--- config.mk ---
export PLATFORM = sky130hd
export DESIGN_NAME = diff_freq_serial_in
export DESIGN_NICKNAME = d
export VERILOG_FILES = /design/src/rtl/diff_freq_serial_in.sv
export SDC_FILE = /design/constraint.sdc
export NUM_CORES = 1
export LEC_CHECK = 0
export BUFFER_PORTS_ARGS = -buffer_cell sky130_fd_sc_hd__buf_4
export CAP_MARGIN = 30
export CORE_MARGIN = 2
export CORE_UTILIZATION = 44
export DETAILED_ROUTE_END_ITERATION = 10
export GPL_TIMING_DRIVEN = 1
export PLACE_DENSITY = 0.7
export SLEW_MARGIN = 10
export SYNTH_ARGS = -nofsm -noshare
export SYNTH_HDL_FRONTEND = slang
export SYNTH_SLANG_ARGS = --single-unit
--- constraint.sdc ---
create_clock -name clk -period 2.4 [get_ports clk]
set_input_delay 0.6 -clock clk [delete_from_list [all_inputs] [get_ports clk]]
set_output_delay 0.6 -clock clk [all_outputs]
set_load 0.02 [all_outputs]
--- src/rtl/diff_freq_serial_in.sv ---
// ---------------------------------------------------------------------------
// diff_freq_serial_in
//
// Receive side of the variable-rate serial link. Rebuilds a DATA_BIT-wide
// word sent LSB first. Each bit lasts LOW_FREQ or HIGH_FREQ clocks, chosen by
// i_sel_freq. The select is driven exactly as it is for the transmitter. Every
// bit is resolved by a 3-sample majority vote taken around mid-bit.
//
// Ports
//   clk          system clock
//   rst_n        asynchronous active-low reset
//   i_sel_freq   period select for the next bit (1 = HIGH_FREQ, 0 = LOW_FREQ)
//   i_start      begin receiving one word (ignored while busy)
//   i_stop       abort the current word (ignored while idle)
//   i_repeat     go straight into another word after the current one completes
//   i_data       serial line, already synchronous to clk
//   o_data       last completed word
//   o_done_tick  one-clock pulse when o_data updates
//   o_busy       high while aligning, receiving or finishing a word
//   o_vote_err   some bit of the last word had disagreeing samples
// ---------------------------------------------------------------------------
module diff_freq_serial_in #(
    parameter int DATA_BIT  = 16,
    parameter int LOW_FREQ  = 20,
    parameter int HIGH_FREQ = 10
) (
    input  logic                clk,
    input  logic                rst_n,
    input  logic                i_sel_freq,
    input  logic                i_start,
    input  logic                i_stop,
    input  logic                i_repeat,
    input  logic                i_data,
    output logic [DATA_BIT-1:0] o_data,
    output logic                o_done_tick,
    output logic                o_busy,
    output logic                o_vote_err
);

    localparam logic [7:0] LOW_MAX  = 8'(LOW_FREQ - 1);
    localparam logic [7:0] HIGH_MAX = 8'(HIGH_FREQ - 1);
    localparam logic [5:0] LAST_IDX = 6'(DATA_BIT - 1);

    typedef enum logic [1:0] {
        S_IDLE,
        S_ALIGN,
        S_RECV,
        S_DONE
    } state_t;

    state_t              state_q;
    logic [7:0]          count_q;
    logic [7:0]          count_max_q;
    logic [5:0]          bit_idx_q;
    logic [DATA_BIT-1:0] shift_q;
    logic [1:0]          vote_q;
    logic                err_acc_q;
    logic [DATA_BIT-1:0] data_q;
    logic                done_tick_q;
    logic                busy_q;
    logic                vote_err_q;

    logic [7:0]          sel_max_d;
    logic [7:0]          mid_d;
    logic [1:0]          ones_d;
    logic                bit_d;
    logic                mismatch_d;
    logic [DATA_BIT-1:0] shift_d;

    // The vote total includes the third sample, which is taken in the same
    // cycle the bit is resolved. With at most three ones, "ones >= 2" is
    // simply the upper bit of the 2-bit count.
    always_comb begin
        sel_max_d  = i_sel_freq ? HIGH_MAX : LOW_MAX;
        mid_d      = count_max_q >> 1;
        ones_d     = vote_q + {1'b0, i_data};
        bit_d      = ones_d[1];
        mismatch_d = (ones_d != 2'd0) && (ones_d != 2'd3);
        // Shift right with the new bit entering at the MSB, so bit 0 ends at [0].
        shift_d    = (shift_q >> 1) | (DATA_BIT'(bit_d) << (DATA_BIT - 1));
    end

    // Single-process FSM. i_stop is checked first in every busy state, so an
    // abort overrides bit completion, done and repeat.
    always_ff @(posedge clk or negedge rst_n) begin
        if (!rst_n) begin
            state_q     <= S_IDLE;
            count_q     <= '0;
            count_max_q <= LOW_MAX;
            bit_idx_q   <= '0;
            shift_q     <= '0;
            vote_q      <= '0;
            err_acc_q   <= 1'b0;
            data_q      <= '0;
            done_tick_q <= 1'b0;
            busy_q      <= 1'b0;
            vote_err_q  <= 1'b0;
        end else begin
            done_tick_q <= 1'b0;
            case (state_q)
                S_IDLE: begin
                    if (i_start) begin
                        count_max_q <= sel_max_d;
                        count_q     <= '0;
                        bit_idx_q   <= '0;
                        err_acc_q   <= 1'b0;
                        shift_q     <= '0;
                        vote_q      <= '0;
                        busy_q      <= 1'b1;
                        state_q     <= S_ALIGN;
                    end
                end
                // One idle cycle that matches the transmitter's start-to-line delay.
                S_ALIGN: begin
                    if (i_stop) begin
                        busy_q  <= 1'b0;
                        state_q <= S_IDLE;
                    end else begin
                        count_q <= '0;
                        state_q <= S_RECV;
                    end
                end
                S_RECV: begin
                    if (i_stop) begin
                        busy_q  <= 1'b0;
                        state_q <= S_IDLE;
                    end else begin
                        if (count_q == mid_d - 8'd1) begin
                            vote_q <= {1'b0, i_data};
                        end else if (count_q == mid_d) begin
                            vote_q <= ones_d;
                        end
                        if (count_q == mid_d + 8'd1) begin
                            shift_q <= shift_d;
                            if (mismatch_d) begin
                                err_acc_q <= 1'b1;
                            end
                        end
                        // The period of the next bit is taken at this bit boundary.
                        if (count_q == count_max_q) begin
                            count_q     <= '0;
                            count_max_q <= sel_max_d;
                            if (bit_idx_q == LAST_IDX) begin
                                state_q <= S_DONE;
                            end else begin
                                bit_idx_q <= bit_idx_q + 6'd1;
                            end
                        end else begin
                            count_q <= count_q + 8'd1;
                        end
                    end
                end
                S_DONE: begin
                    if (i_stop) begin
                        busy_q  <= 1'b0;
                        state_q <= S_IDLE;
                    end else begin
                        data_q      <= shift_q;
                        vote_err_q  <= err_acc_q;
                        done_tick_q <= 1'b1;
                        if (i_repeat) begin
                            bit_idx_q   <= '0;
                            err_acc_q   <= 1'b0;
                            count_q     <= '0;
                            count_max_q <= sel_max_d;
                            state_q     <= S_ALIGN;
                        end else begin
                            busy_q  <= 1'b0;
                            state_q <= S_IDLE;
                        end
                    end
                end
                default: begin
                    busy_q  <= 1'b0;
                    state_q <= S_IDLE;
                end
            endcase
        end
    end

    assign o_data      = data_q;
    assign o_done_tick = done_tick_q;
    assign o_busy      = busy_q;
    assign o_vote_err  = vote_err_q;

endmodule

==> flow_metrics.env <==
export IMPL_status="completed"
export IMPL_p_sw_share_pct=39.5
export IMPL_cts_setup_buffers=0
export IMPL_combPwrFrac_pct=39.7
export IMPL_ys_flop_type="dfrtp_1"
export IMPL_dr_total_vias=2223
export IMPL_power_mw=2.72
export IMPL_ctsResizeCount=0
export IMPL_first_global_vias=2140
export IMPL_die_area_um2=7070
export IMPL_tns_ns=0
export IMPL_switchingPower_mw=1.07
export IMPL_dr_pass1_iters=4
export IMPL_gp_congestion=0.874
export IMPL_synth_area_um2=2820
export IMPL_tritoncts="yes"
export IMPL_cts_hold_buf=0
export IMPL_ys_ff_latch=56
export IMPL_via_per_inst=5.42
export IMPL_drv_cap=0
export IMPL_path_clk_slew_ns=0.10
export IMPL_grt_first_pass_wirelength_um=9970
export IMPL_grt_overflow_total=0
export IMPL_cts_sinks=56
export IMPL_grt_use_met2_pct=29.2
export IMPL_n_antenna_cell=0
export IMPL_cts_inserted_buffers=5
export IMPL_area_growth_syn_to_layout_pct=14.4
export IMPL_ant_nets=0
export IMPL_synthCells=300
export IMPL_cts_buffer_depth=2
export IMPL_p_int_mw=1.64
export IMPL_worstMarginPinSlew_ns=0.704
export IMPL_synth_xor_xnor_area_share_pct=2.17
export IMPL_r2r_start="count_q[4]$_DFFE_PN0P_"
export IMPL_hold_class="in2async"
export IMPL_die_y_um=84.1
export IMPL_dr_first_iter_drc_count=93
export IMPL_stdcell_area_um2=3230
export IMPL_syn_num_nets=317
export IMPL_p_leak_nw=1.63
export IMPL_wire_per_inst_um=13.7
export IMPL_drc_errors=0
export IMPL_core_um2=6280
export IMPL_routed_wirelength_um=5630
export IMPL_synth_top_family_by_area="simple AND/OR/NAND/NOR gates"
export IMPL_grt_util_met1_pct=21.8
export IMPL_finClkSkew_ns=0.00458
export IMPL_yosys_mux_area_fraction_pct=0.354
export IMPL_initial_core_util_pct=45.0
export IMPL_cts_root_buf="clkbuf_8"
export IMPL_max_freq_mhz=448
export IMPL_drive_gt1_share_pct=15.6
export IMPL_clkPwrFrac_pct=19.2
export IMPL_critPathKind="reg2reg"
export IMPL_dp_hpwl_um=4020
export IMPL_drv_slew=0
export IMPL_cp_start_kind="register"
export IMPL_critPathMaxFanout=15
export IMPL_setup_violations=0
export IMPL_required_ns=2.61
export IMPL_synth_warning_count=0
export IMPL_post_route_min_period_ns=2.23
export IMPL_grt_max_degree=57
export IMPL_synth_edf_count=0
export IMPL_antenna_found_initial=0
export IMPL_syn_area_per_cell_um2=9.41
export IMPL_hold_ws_ns=0.333
export IMPL_groute_usage_overall_pct=17.0
export IMPL_power_frac_seq_pct=41.1
export IMPL_die_x_um=84.1
export IMPL_fin_crit_sh_pct=92.9
export IMPL_num_rows=29
export IMPL_fin_util_pct=51.4
export IMPL_synthSimpleGateAreaFrac_pct=22.3
export IMPL_clk_latency_ns=0.31
export IMPL_cts_max_level=2
export IMPL_crit_start="count_q[4]$_DFFE_PN0P_"
export IMPL_hold_viol_final=0
export IMPL_io_buffers=25
export IMPL_rsz0062_at_grt="no"
export IMPL_grtUsageMet3_pct=2.57
export IMPL_io_pins=26
export IMPL_synthArstFlopShare_pct=100
export IMPL_nets=349
export IMPL_relSlewSlack_pct=53.1
export IMPL_synth_compound_area_share_pct=17.9
export IMPL_peakVddDrop_uv=423
export IMPL_ys_seq_area_share_pct=49.7
export IMPL_powerDensity_nw_per_um2=841
export IMPL_yosys_area_share_adder_pct=4.43
export IMPL_busiest_layer="met2"
export IMPL_crit_arrival_ns=2.44
export IMPL_ys_types=53
export IMPL_crit_path_end_kind="register"
export IMPL_postPlaceCellArea_um2=3140
## final cells by class
| class | count | area, µm² |
|---|---|---|
| timing repair buffer | 36 | 270 |
| multi-input combinational | 223 | 1330 |
| tap | 77 | 96.3 |
| clock inverter | 3 | 22.5 |
| inverter | 10 | 37.5 |
| fill | 598 | 3050 |
| sequential | 56 | 1400 |
| clock buffer | 5 | 68.8 |
## cell usage after synthesis, drive strengths merged (4+ instances only)
master	count	area share [%]
a21oi	12	2.1
and3	4	0.89
clkbuf	8	1.1
dfrtp	55	49
a22o	21	6.5
nor3	9	1.6
nand2	73	9.7
ha	10	4.4
nand2b	5	1.1
xor2	5	1.6
inv	9	1.2
o21ai	14	2.5
nor2b	10	2.2
nor2	14	2.0
nand3	6	1.1
## cells by family after synthesis
family | count (synthesis)
buffers and inverters | 21
flip-flops | 56
XOR/XNOR | 7
AND/OR/NAND/NOR | 135
multiplexers | 1
AO/OA/AOI/OAI | 70
adder cells (fa/ha/maj) | 10
## state kept, by name, indices dropped and copies added, names as in the netlist
| name | count |
|---|---|
| count_q | 8 |
| count_max_q | 2 |
| bit_idx_q | 6 |
| o_data | 16 |
| o_done_tick | 1 |
| vote_q | 2 |
| err_acc_q | 1 |
| o_busy | 1 |
| shift_q | 16 |
| state_q | 2 |
| o_vote_err | 1 |
## worst paths after layout
path / to / slack (ns) / cells after the start
max: shift_q[10]$_DFFE_PN0P_ / 0.17 / 5
min: o_data[4]$_DFFE_PN0P_ / 0.33 / 1
max reg2reg: shift_q[10]$_DFFE_PN0P_ / 0.17 / 5
min reg2reg: o_data[3]$_DFFE_PN0P_ / 0.48 / 2
max in group asynchronous: o_done_tick$_DFF_PN0_ / 1.61 / 1
min in group clk: count_max_q[1]$_DFFE_PN1P_ / 0.42 / 2
## metrics by stage
step / std cells / setup slack (ns)
floorplan: 300 / 0.286
global placement: 402 / 0.215
detailed placement: 402 / 0.158
CTS: 410 / 0.154
global route: 410 / 0.0159
finish: 410 / 0.170
## power by group through the flow
| stage | Clock [mW] | Combinational, mW | Sequential (mW) |
|---|---|---|---|
| after CTS | 0.551 | 1.08 | 1.12 |
| final | 0.523 | 1.08 | 1.12 |
| after global placement | 0 | 1.06 | 1.13 |
| after global routing | 0.583 | 1.22 | 1.13 |
| after detailed placement | 0 | 1.07 | 1.13 |
| after floorplan | 0 | 0.800 | 1.11 |
## layer usage
metal	routed length (µm)	up-vias
met2	2720	40
met1	2630	1059
met5	0	-
li1	-	1115
met4	83	0
met3	203	9
## critical path: stages, from the launching register on
cell and delay, ns:
dfrtp_1 0.45, or4_4 0.57, a2111o_1 0.49, nor2_2 0.12, o21bai_2 0.19, a22o_1 0.30
## layout by cell type, fill, tap and decap left out, drive strengths merged, types with 3 or more instances in the layout
cell type	Yosys	layout
dfrtp	55	55
ha	10	10
nor2	14	14
nand3	6	6
clkinv	1	3
nand2b	5	5
a21oi	12	12
nand2	73	73
nor3	9	9
or3	3	3
inv	9	10
xor2	5	5
buf	3	36
and3	4	4
clkbuf	8	5
a22o	21	21
nor2b	10	10
o22ai	3	3
o21ai	14	14
Power figures use the tool's default switching activity.
